## src/rtl/if_fetch_stage_if.sv

```systemverilog
// if_fetch_stage_if: control, instruction-memory and IF/ID-facing signals of the fetch stage
interface if_fetch_stage_if #(
  parameter int WORD_LEN = 32
);
  logic                freeze;
  logic                branch_taken;
  logic [WORD_LEN-1:0] branch_addr;
  logic                imem_req;
  logic [WORD_LEN-1:0] imem_addr;
  logic                imem_ready;
  logic                imem_rvalid;
  logic [WORD_LEN-1:0] imem_rdata;
  logic [WORD_LEN-1:0] pc_out;
  logic [WORD_LEN-1:0] instruction_out;
  logic                instr_valid;
  logic                fetch_busy;
  modport master (
    input  freeze, branch_taken, branch_addr, imem_ready, imem_rvalid, imem_rdata,
    output imem_req, imem_addr, pc_out, instruction_out, instr_valid, fetch_busy
  );
  modport slave (
    output freeze, branch_taken, branch_addr, imem_ready, imem_rvalid, imem_rdata,
    input  imem_req, imem_addr, pc_out, instruction_out, instr_valid, fetch_busy
  );
endinterface

```

## src/rtl/if_fetch_stage.sv

```systemverilog
// if_fetch_stage: PC owner issuing one outstanding imem read, holding each word for IF/ID, with branch kill
module if_fetch_stage #(
  parameter int                  WORD_LEN = 32,
  parameter logic [WORD_LEN-1:0] RESET_PC = '0,
  parameter logic [WORD_LEN-1:0] PC_STEP  = WORD_LEN'(4)
) (
  input logic             clk,
  input logic             rst_n,
  if_fetch_stage_if.master bus
);
  localparam logic [1:0] S_REQ  = 2'd0;
  localparam logic [1:0] S_WAIT = 2'd1;
  localparam logic [1:0] S_HOLD = 2'd2;
  logic [1:0]          state, state_d;
  logic [WORD_LEN-1:0] pc, pc_d, pc_inc;
  logic [WORD_LEN-1:0] pc_out, pc_out_d;
  logic [WORD_LEN-1:0] ins, ins_d;
  logic                kill, kill_d;
  logic                valid, valid_d;
  logic                busy;
  assign bus.imem_req        = state == S_REQ;
  assign bus.imem_addr       = pc;
  assign bus.pc_out          = pc_out;
  assign bus.instruction_out = ins;
  assign bus.instr_valid     = valid;
  assign bus.fetch_busy      = busy;
  // next-state: a redirect wins over everything; kill marks a wrong-path response still in flight
  always_comb begin
    pc_inc   = pc + PC_STEP;
    state_d  = state;
    pc_d     = pc;
    kill_d   = kill;
    valid_d  = valid;
    pc_out_d = pc_out;
    ins_d    = ins;
    if (bus.branch_taken) begin
      pc_d     = {bus.branch_addr[WORD_LEN-1:2], 2'b00};
      valid_d  = 1'b0;
      pc_out_d = '0;
      ins_d    = '0;
      kill_d   = (state == S_REQ && bus.imem_ready) || (state == S_WAIT && !bus.imem_rvalid);
      state_d  = kill_d ? S_WAIT : S_REQ;
    end else if (state == S_REQ) begin
      state_d = bus.imem_ready ? S_WAIT : S_REQ;
    end else if (state == S_WAIT) begin
      if (bus.imem_rvalid) begin
        kill_d  = 1'b0;
        state_d = kill ? S_REQ : S_HOLD;
        if (!kill) begin
          pc_d     = pc_inc;
          valid_d  = 1'b1;
          pc_out_d = pc_inc;
          ins_d    = bus.imem_rdata;
        end
      end
    end else if (state == S_HOLD) begin
      if (!bus.freeze) begin
        state_d  = S_REQ;
        valid_d  = 1'b0;
        pc_out_d = '0;
        ins_d    = '0;
      end
    end else begin
      state_d = S_REQ;
    end
  end
  // state and registered outputs; busy mirrors the next state so it is registered too
  always_ff @(posedge clk or negedge rst_n) begin
    if (!rst_n) begin
      state  <= S_REQ;
      pc     <= RESET_PC;
      kill   <= 1'b0;
      valid  <= 1'b0;
      pc_out <= '0;
      ins    <= '0;
      busy   <= 1'b1;
    end else begin
      state  <= state_d;
      pc     <= pc_d;
      kill   <= kill_d;
      valid  <= valid_d;
      pc_out <= pc_out_d;
      ins    <= ins_d;
      busy   <= state_d != S_HOLD;
    end
  end
endmodule

```

## src/flat_wrapper.sv

```systemverilog
// flat-port wrapper written by rule: the top's interface ports become plain ports
module if_fetch_stage_flat 
#(
  parameter int                  WORD_LEN = 32,
  parameter logic [WORD_LEN-1:0] RESET_PC = '0,
  parameter logic [WORD_LEN-1:0] PC_STEP  = WORD_LEN'(4)
)
  (clk, rst_n, bus_freeze, bus_branch_taken, bus_branch_addr, bus_imem_ready, bus_imem_rvalid, bus_imem_rdata, bus_imem_req, bus_imem_addr, bus_pc_out, bus_instruction_out, bus_instr_valid, bus_fetch_busy);
  if_fetch_stage_if #(.WORD_LEN(WORD_LEN)) bus_i ();
  input logic clk;
  input logic rst_n;
  input wire logic [$bits(bus_i.freeze)-1:0] bus_freeze;
  input wire logic [$bits(bus_i.branch_taken)-1:0] bus_branch_taken;
  input wire logic [$bits(bus_i.branch_addr)-1:0] bus_branch_addr;
  input wire logic [$bits(bus_i.imem_ready)-1:0] bus_imem_ready;
  input wire logic [$bits(bus_i.imem_rvalid)-1:0] bus_imem_rvalid;
  input wire logic [$bits(bus_i.imem_rdata)-1:0] bus_imem_rdata;
  output wire logic [$bits(bus_i.imem_req)-1:0] bus_imem_req;
  output wire logic [$bits(bus_i.imem_addr)-1:0] bus_imem_addr;
  output wire logic [$bits(bus_i.pc_out)-1:0] bus_pc_out;
  output wire logic [$bits(bus_i.instruction_out)-1:0] bus_instruction_out;
  output wire logic [$bits(bus_i.instr_valid)-1:0] bus_instr_valid;
  output wire logic [$bits(bus_i.fetch_busy)-1:0] bus_fetch_busy;
  assign bus_i.freeze = bus_freeze;
  assign bus_i.branch_taken = bus_branch_taken;
  assign bus_i.branch_addr = bus_branch_addr;
  assign bus_i.imem_ready = bus_imem_ready;
  assign bus_i.imem_rvalid = bus_imem_rvalid;
  assign bus_i.imem_rdata = bus_imem_rdata;
  assign bus_imem_req = bus_i.imem_req;
  assign bus_imem_addr = bus_i.imem_addr;
  assign bus_pc_out = bus_i.pc_out;
  assign bus_instruction_out = bus_i.instruction_out;
  assign bus_instr_valid = bus_i.instr_valid;
  assign bus_fetch_busy = bus_i.fetch_busy;
  if_fetch_stage #(.WORD_LEN(WORD_LEN), .RESET_PC(RESET_PC), .PC_STEP(PC_STEP)) u_core (.clk(clk), .rst_n(rst_n), .bus(bus_i));
endmodule
```

## config.mk

```make
export PLATFORM = sky130hd
export DESIGN_NAME = if_fetch_stage_flat
export DESIGN_NICKNAME = d
export VERILOG_FILES = /design/src/rtl/if_fetch_stage_if.sv /design/src/rtl/if_fetch_stage.sv /design/src/flat_wrapper.sv
export SDC_FILE = /design/constraint.sdc
export NUM_CORES = 1
export LEC_CHECK = 0
export CAP_MARGIN = 30
export CORE_ASPECT_RATIO = 1.4
export CORE_MARGIN = 4
export CORE_UTILIZATION = 41
export DETAILED_ROUTE_END_ITERATION = 8
export GPL_ROUTABILITY_DRIVEN = 1
export PLACE_DENSITY = 0.77
export SYNTH_ARGS = -nofsm -noshare
export SYNTH_HDL_FRONTEND = slang
export SYNTH_SLANG_ARGS = --single-unit
export TNS_END_PERCENT = 5
```

## constraint.sdc

```tcl
create_clock -name clk -period 1.52 [get_ports clk]
set_input_delay 0.152 -clock clk [delete_from_list [all_inputs] [get_ports clk]]
set_output_delay 0.152 -clock clk [all_outputs]
set_load 0.05 [all_outputs]
```

==> results.toml, run 1 <==
[outcome]
status = "complete, but fails checks"
violations = "negative setup slack"

[yosys]
synth_area_mm2 = 0.00474
synth_xor_area_frac = 0.102
synth_fa_ha_area_frac = 0.00264
synth-main-ff-cell = "dfrtp_1"
synth_simple_gate_area_frac = 0.188
ys_ff_latch = 98
synthTopCellsByArea = "dfrtp_1 51%, nand2_1 6.3%, a22o_1 6.1%, xnor2_1 6.1%, o21ai_0 4.7%"
ys_top_cells_by_count = "97 x dfrtp_1, 79 x nand2_1, 45 x o21ai_0"
yosysMostFrequentCell = "dfrtp_1"
synth_cell_type_count = 46
ys_warn_count = 0
synthMuxAreaShare = 0.00422
synth_area_per_cell_um2 = 10.2
synth-edff-count = 0
async_reset_ff_frac = 1.00
yosysTopAreaCellShare = 0.512
synth_compound_area_frac = 0.130
synth_top_family_by_area = "simple AND/OR/NAND/NOR gates"
seq_area_frac_synth = 0.517
yosys.area.top_type = "dfrtp_1"
synth_cells = 465

[route]
dr.pass1.iters = 4
dr_total_vias = 4394
postRouteAntennaNets = 0
wl_um = 15100
drcViolationCount = 0
dr.first_iter.drc_count = 185
wire_per_inst_um = 18.1
via_per_inst = 5.26

[timing]
setup_viol = 82
setup_ws_ns = -0.219
period_needed_ns = 1.74
fin_crit_sh = 1.14
skew_ns = 0.00737
maxSlewViolCount = 0
worst_pin_slew_ns = 0.594
slew_headroom = 0.604
setup_tns_ns = -5.41
hold_viol_final = 0
fmax_mhz = 575
rsz0062_at_grt = "yes"

[global_routing]
grt_overflow_total = 0
antenna_found_initial = 0
gr-usage-all-layers = 0.222
grt_max_degree = 63
grt_pass1_vias = 4679
grt_pass1_wl_um = 23800

[power_and_ir_drop]
power.net_switching_mw = 2.58
powerDensity_mw_per_mm2 = 989
pwr-share-comb = 0.317
vdd.ir_drop.worst_uv = 549
power.leakage_nw = 3.42
p_seq_frac = 0.391
clock_power_share = 0.292
switching_share = 0.343
p_int_mw = 4.95

[cts]
cts_root_buf = "clkbuf_16"
cts.path.max_buffers = 2
cts_tree = "yes"
clock_sinks = 98
h-tree-depth = 3
cts_buffers = 9
clock_latency_ns = 0.35
path_clk_slew_ns = 0.07

[final_layout]
area_delta_synth_final_pct = 60.7
nets = 757
fin_area_mm2 = 0.00762
drive_gt1_frac = 0.388
final_cells = 835
nFillCells = 842
n_antenna_cell = 0

[worst_setup_path]
crit_required_ns = 1.74
critPathMaxFanout = 9
crit_type = "reg2reg"
end_kind = "flip-flop"
worstSetupStartpointType = "flip-flop"
worstPathArrival_ns = 1.96

[placed_design]
portBuffers = 164
dp_slack_ns = -0.432
dpl.hpwl_um = 10900
placed_cells = 810
place_area_mm2 = 0.00710
globalplace.congestion = 0.893

[die]
dieHeight_um = 135
rows = 46
fp.dieArea_mm2 = 0.0134
core_mm2 = 0.0113
start_util = 0.418
ios = 169
dieWidth_um = 98.9

[hold_path]
min_path_type = "in2reg"

[job]
cap_violations = 0
[cells by family after synthesis]
| group | after synthesis |
|---|---|
| compound gates | 95 |
| xor+xnor | 55 |
| mux | 2 |
| buf+inv | 47 |
| other cells | 1 |
| flops | 98 |
| simple gates | 166 |
| fa+ha+maj | 1 |
[registers in the layout (all words and copies together), names as in the netlist]
| signal | flops |
|---|---|
| u_core.bus.instruction_out | 32 |
| u_core.state | 2 |
| u_core.bus.instr_valid | 1 |
| u_core.bus.pc_out | 31 |
| u_core.bus.fetch_busy | 1 |
| u_core.kill | 1 |
| u_core.bus.imem_addr | 30 |
[worst paths after layout]
kind                                       start                  endpoint  slack (ns)  cells after the start
setup / recovery                     u_core.kill  u_core.bus.imem_addr[31]       -0.22                      7
hold / removal                  bus_branch_taken               u_core.kill        0.22                      3
setup reg to reg                     u_core.kill  u_core.bus.imem_addr[31]       -0.22                      7
hold reg to reg            u_core.bus.pc_out[23]     u_core.bus.pc_out[23]        0.48                      2
max in group asynchronous                  rst_n   u_core.bus.imem_addr[2]        0.69                      3
min in group asynchronous                  rst_n  u_core.bus.imem_addr[28]        0.32                      2
[power by group through the flow]
stage / logic, mW / clock network [mW] / registers (mW)
final: 2.39 / 2.20 / 2.94
after CTS: 2.37 / 2.24 / 2.94
after detailed placement: 2.31 / 0 / 2.99
after global routing: 2.51 / 2.35 / 2.96
after global placement: 2.27 / 0 / 2.98
after floorplan: 0.554 / 0 / 3.63
[what timing repair did]
action                                  in CTS  in global routing
setup buffers                                4                  3
cloned                                       1                  0
hold buffers                                 1                  0
endpoints found under the setup margin      76                 94
resized for setup                           24                 23
pin swaps                                   14                 12
endpoints found under the hold margin       24                  0
[placed cells by master (no fill, tap or decap), types with 6 or more instances in the layout]
cell	netlist	layout
nor2_1	21	16
nand4_1	11	11
nand2_1	79	79
clkdlybuf4s50_1	0	65
nand3_1	17	13
xnor2_1	33	33
clkbuf_16	0	9
xor2_1	22	22
dfrtp_2	0	26
buf_12	0	28
dfrtp_1	97	71
o21ai_1	11	20
nor4_4	3	6
buf_4	8	149
o21ai_0	45	36
a22o_1	33	33
[worst max-delay path: stages (launching register included)]
cell,delay [ns]
dfrtp_1,0.40
nand4bb_1,0.23
buf_6,0.17
buf_4,0.14
buf_12,0.14
nor4_4,0.30
xnor2_1,0.16
o21ai_1,0.07
[per-stage QoR]
stage	total power [mW]	util	hold WS (ns)
after floorplan	4.18	-	-0.144
after global placement	5.25	0.627	0.120
after detailed placement	5.30	0.627	0.126
after CTS	7.55	0.665	0.205
after global routing	7.82	0.672	0.256
final	7.53	0.672	0.221
[area by class of cell]
| class | instances | area, µm² | area share |
|---|---|---|---|
| Multi-Input combinational cell | 322 | 2230 | 0.293 |
| Timing Repair Buffer | 250 | 2420 | 0.318 |
| Sequential cell | 98 | 2490 | 0.326 |
| Clock buffer | 9 | 225 | 0.0296 |
| Inverter | 5 | 18.8 | 0.00246 |
| Tap cell | 144 | 180 | 0.0236 |
| Clock inverter | 7 | 61.3 | 0.00804 |
[metal layers]
metal	wire length, µm	share of wire	vias to the layer above	global-route usage
met3	882	0.058	38	0.0422
met5	0	0	-	0
met4	478	0.032	0	0.0957
met2	7790	0.52	158	0.387
li1	-	-	2043	-
met1	5930	0.39	2155	0.267
(Power assumes the default switching activity.)
==> run 2, diff against run 1 <==
--- a/config.mk
+++ b/config.mk
@@ -5,6 +5,7 @@
 export SDC_FILE = /design/constraint.sdc
 export NUM_CORES = 1
 export LEC_CHECK = 0
+export ABC_AREA = 1
 export CAP_MARGIN = 30
 export CORE_ASPECT_RATIO = 1.4
 export CORE_MARGIN = 4
==> results.toml, run 2 <==
[timing]
skew_ns = 0.00817
fmax_mhz = 687
rsz0062_at_grt = "yes"
period_needed_ns = 1.46
maxSlewViolCount = 0
fin_crit_sh = 0.958
whs_ns = 0.257
hold_viol_final = 0
setup_viol = 0

[cts]
clock_sinks = 98
cts_root_buf = "clkbuf_16"
cts.path.max_buffers = 2
cts_tree = "yes"
path_clk_slew_ns = 0.07
h-tree-depth = 3
clock_latency_ns = 0.34
cts_buffers = 9

[worst_setup_path]
r2r-start = "u_core.bus.imem_addr[4]"
regToRegSetupSlack_ns = 0.06
critPathMaxFanout = 6
cp_slowest_stage_delay_ns = 0.42
worstRegToRegCells = 8
critical_path.top_delay_family = "simple AND/OR/NAND/NOR gates"
slowest_stage = "dfrtp_2"
worstSetupStartpointType = "flip-flop"
cpMostUsedCell = "nand2_1"
worstPathArrival_ns = 1.74
r2r-end = "u_core.bus.imem_addr[23]"
path_cells = "nand2_1 -> nor2_2 -> nand2_2 -> nor2_4 -> nand2_1 -> nand2_1 -> nand3_1 -> nand2_1"
end_kind = "flip-flop"
path_depth = 8
crit_required_ns = 1.80
crit_type = "reg2reg"
critPathBufInv = 0

[route]
wl_um = 13900
wl_met1_um = 5530
dr.first_iter.drc_count = 146
dr.pass1.iters = 4
drcViolationCount = 0
dr_total_vias = 4589
wl_met3_um = 762
wl_met2_um = 7210
wire_per_inst_um = 14.9
via_per_inst = 4.91
postRouteAntennaNets = 0
top_layer = "met4"

[outcome]
status = "completed"

[placed_design]
portBuffers = 164
dpl.hpwl_um = 10500
globalplace.congestion = 1.03
placed_cells = 911
place_area_mm2 = 0.00665

[yosys]
yosysTopAreaCellShare = 0.517
synth_cell_type_count = 33
synth-edff-count = 0
async_reset_ff_frac = 1.00
ys_top_cells_by_count = "294 x nand2_1, 97 x dfrtp_1, 40 x nor2_1"
synthTopCellsByArea = "dfrtp_1 52%, nand2_1 23%, a22oi_1 3.2%, nor2_1 3.2%, nand3_1 2.6%"
ys_warn_count = 0
synth_area_mm2 = 0.00470
synth-main-ff-cell = "dfrtp_1"
ys_ff_latch = 98
synth_area_per_cell_um2 = 7.98
yosys.area.top_type = "dfrtp_1"
seq_area_frac_synth = 0.522
synth_cells = 589
yosysMostFrequentCell = "nand2_1"

[job]
cap_violations = 0

[final_layout]
largest_register_ffs = 32
final_cell_mix = "291 x nand2_1, 121 x buf_4, 80 x dfrtp_1"
n_antenna_cell = 0
final_cells = 935
final_util = 0.631
nFillCells = 941
final_common_cell = "nand2_1"
drive_gt1_frac = 0.276
area_delta_synth_final_pct = 51.5
fin_area_mm2 = 0.00712
nets = 857

[die]
rows = 46
ios = 169
dieWidth_um = 98.5
core_mm2 = 0.0113
dieHeight_um = 135
start_util = 0.416
fp.dieArea_mm2 = 0.0133

[global_routing]
grt_pass1_wl_um = 22600
gr-usage-all-layers = 0.211
grt_max_degree = 51
grt_pass1_vias = 4685
antenna_found_initial = 0
grt_overflow_total = 0

[power_and_ir_drop]
vdd.ir_drop.worst_uv = 702
powerDensity_mw_per_mm2 = 1240
power.leakage_nw = 3.72

[hold_path]
min_path_type = "in2async"
run 2: changes by cell type after synthesis, moves of 13 or more:
| cell | previous run | this run |
|---|---|---|
| clkbuf_1 | 16 | 3 |
| xnor2_1 | 33 | 1 |
| inv_1 | 5 | 24 |
| a22o_1 | 33 | 1 |
| o21ai_0 | 45 | 5 |
| nand2_1 | 79 | 294 |
| a22oi_1 | 0 | 20 |
| nor2_1 | 21 | 40 |
run 2: what timing repair did:
item	CTS	global route
gates resized for setup	2	17
endpoints found under the setup margin	3	44
hold buffers	1	0
hold endpoints to repair	22	0
buffers inserted	0	7
pin swaps	0	8
run 2: how the worst max path moves through the flow:
| stage | slack [ns] | from | endpoint |
|---|---|---|---|
| 5_1_grt | -0.03 | u_core.bus.imem_addr[4] | u_core.bus.imem_addr[9] |
| 6_report | 0.06 | u_core.bus.imem_addr[4] | u_core.bus.imem_addr[23] |
| 3_5_place_dp | -0.09 | bus_imem_rvalid | u_core.bus.pc_out[8] |
| 4_1_cts | 0.02 | u_core.bus.imem_addr[3] | u_core.bus.pc_out[28] |
| 2_1_floorplan | -0.03 | u_core.bus.imem_addr[21] | u_core.bus.imem_addr[30] |
| 3_3_place_gp | -0.06 | bus_imem_rvalid | u_core.bus.imem_addr[7] |
run 2: cell families after synthesis:
group,share of synthesized area
simple gates,0.335
xor+xnor,0.0205
flops,0.522
buf+inv,0.0655
other cells,0.000798
compound gates,0.0530
fa+ha+maj,0.00266
run 2: layout make-up:
| cell class | instances | area [µm²] | area share |
|---|---|---|---|
| flip-flops and latches | 98 | 2470 | 0.348 |
| multi-input cells | 436 | 2020 | 0.284 |
| repair buffers | 208 | 1980 | 0.278 |
| clock buffers | 11 | 253 | 0.0355 |
| well taps | 144 | 180 | 0.0253 |
| inverters | 33 | 124 | 0.0174 |
| clock inverters | 5 | 85.1 | 0.0120 |
run 2: layer usage:
| metal | GRT usage | vias to the layer above |
|---|---|---|
| li1 | - | 2230 |
| met1 | 0.245 | 2176 |
| met2 | 0.381 | 151 |
| met3 | 0.0455 | 32 |
| met4 | 0.0782 | 0 |
| met5 | 0 | - |
run 2: where the power goes:
part           internal [mW]  switching [mW]
combinational           1.16            1.97
sequential              2.92           0.273
clock                   1.54           0.994
total                   5.62            3.24
run 2: metrics by stage:
| stage | setup WS, ns | TNS, ns | power, mW |
|---|---|---|---|
| after CTS | 0.0246 | 0 | 8.85 |
| after floorplan | -0.0339 | -0.232 | 5.01 |
| after detailed placement | -0.0880 | -4.22 | 6.31 |
| final | 0.0638 | 0 | 8.86 |
| after global placement | -0.0555 | -2.36 | 6.25 |
| after global routing | -0.0349 | -0.401 | 9.24 |
==> run 3, diff against run 2 <==
--- a/config.mk
+++ b/config.mk
@@ -11,7 +11,7 @@
 export CORE_MARGIN = 4
 export CORE_UTILIZATION = 41
 export DETAILED_ROUTE_END_ITERATION = 8
-export GPL_ROUTABILITY_DRIVEN = 1
+export GPL_ROUTABILITY_DRIVEN = 0
 export PLACE_DENSITY = 0.77
 export SYNTH_ARGS = -nofsm -noshare
 export SYNTH_HDL_FRONTEND = slang
==> results.toml, run 3 (synthesized netlist as in run 2, its figures left out) <==
[outcome]
status = "completed"

[route]
wire_per_inst_um = 15.1
dr.first_iter.drc_count = 209
wl_um = 14000
postRouteAntennaNets = 0
via_per_inst = 4.91
dr.pass1.iters = 4
drcViolationCount = 0
dr_total_vias = 4580

[global_routing]
gr-usage-all-layers = 0.212
antenna_found_initial = 0
grt_max_degree = 51
grt_pass1_wl_um = 22700
grt_pass1_vias = 4647
grt_overflow_total = 0

[final_layout]
final_common_cell = "nand2_1"
n_antenna_cell = 0
final_cells = 932
final_cell_mix = "290 x nand2_1, 119 x buf_4, 80 x dfrtp_1"
nets = 854
largest_register_ffs = 32
area_delta_synth_final_pct = 50.4
drive_gt1_frac = 0.277
final_util = 0.626
nFillCells = 979

[power_and_ir_drop]
power.leakage_nw = 3.69
powerDensity_mw_per_mm2 = 1220
vdd.ir_drop.worst_uv = 597

[die]
start_util = 0.416
dieWidth_um = 98.5
ios = 169
fp.dieArea_mm2 = 0.0133
dieHeight_um = 135
rows = 46
core_mm2 = 0.0113

[cts]
cts.path.max_buffers = 2
path_clk_slew_ns = 0.07
clock_latency_ns = 0.34
h-tree-depth = 3
cts_buffers = 9
cts_tree = "yes"
cts_root_buf = "clkbuf_16"
clock_sinks = 98

[worst_setup_path]
crit_required_ns = 1.75
regToRegSetupSlack_ns = 0.04
crit_type = "reg2reg"
worstSetupStartpointType = "flip-flop"
critPathMaxFanout = 5
worstPathArrival_ns = 1.72
end_kind = "flip-flop"

[timing]
setup_viol = 0
setup_ws_ns = 0.0377
fmax_mhz = 675
period_needed_ns = 1.48
fin_crit_sh = 0.975
maxSlewViolCount = 0
setup_tns_ns = 0
whs_ns = 0.327
hold_viol_final = 0
skew_ns = 0.00669
rsz0062_at_grt = "yes"

[hold_path]
min_path_type = "in2async"

[placed_design]
dpl.hpwl_um = 10700
dp_slack_ns = -0.0903
portBuffers = 164
placed_cells = 914

[job]
cap_violations = 0
[run 3: cell count changes in the layout (fill, tap and decap cells not counted), moves of 2 or more]
cell      previous run  this run
nor2_4               9        11
clkbuf_8             2         0
nor2_1              31        29
clkinv_2             0         2
buf_4              121       119
[run 3: worst paths after layout]
kind                                               start                             end  depth (start not counted)
setup / recovery                u_core.bus.imem_addr[12]        u_core.bus.imem_addr[22]                         10
hold / removal                                     rst_n        u_core.bus.imem_addr[16]                          2
setup reg to reg                u_core.bus.imem_addr[12]        u_core.bus.imem_addr[22]                         10
hold reg to reg            u_core.bus.instruction_out[0]   u_core.bus.instruction_out[0]                          2
max in group asynchronous                          rst_n           u_core.bus.fetch_busy                          3
min in group clk                      bus_imem_rdata[26]  u_core.bus.instruction_out[26]                          3
[run 3: per-stage QoR]
step | power, mW | cell area (µm²)
after global placement | 6.25 | 6660
after CTS | 8.61 | 6980
after global routing | 8.96 | 7070
after floorplan | 5.01 | 4740
final | 8.60 | 7070
after detailed placement | 6.31 | 6660
[run 3: metal layers]
layer	part of all wire	GRT usage
met1	0.40	0.251
met2	0.53	0.386
met3	0.054	0.0377
met4	0.021	0.0714
met5	0	0
[run 3: power by group]
group	internal [mW]	total [mW]	switching (mW)
Sequential	2.92	3.20	0.278
Combinational	1.14	3.12	1.98
Clock	1.28	2.28	1.00
Total	5.34	8.60	3.26
[run 3: what timing repair did]
item | 4_1_cts | 5_1_grt
setup buffers | 0 | 1
pin swaps | 0 | 11
hold endpoints to repair | 31 | 0
endpoints found under the setup margin | 4 | 35
hold buffers | 1 | 0
gates resized for setup | 3 | 24
[run 3: final cells by class]
| class | instances | area, µm² | area share |
|---|---|---|---|
| Clock buffer | 10 | 229 | 0.0324 |
| Clock inverter | 6 | 65.1 | 0.00921 |
| Inverter | 33 | 124 | 0.0175 |
| Multi-Input combinational cell | 436 | 2050 | 0.290 |
| Sequential cell | 98 | 2470 | 0.350 |
| Tap cell | 144 | 180 | 0.0255 |
| Timing Repair Buffer | 205 | 1940 | 0.275 |
[run 3: critical path, stage by stage, from the launching register on]
cell and delay [ns]:
dfrtp_2 0.40, nand2_1 0.11, buf_4 0.15, nor2_2 0.14, nand2_2 0.09, nor2_4 0.18
nand2_1 0.08, nand2_1 0.06, nand2_1 0.04, nand2_1 0.07, nand2_1 0.05
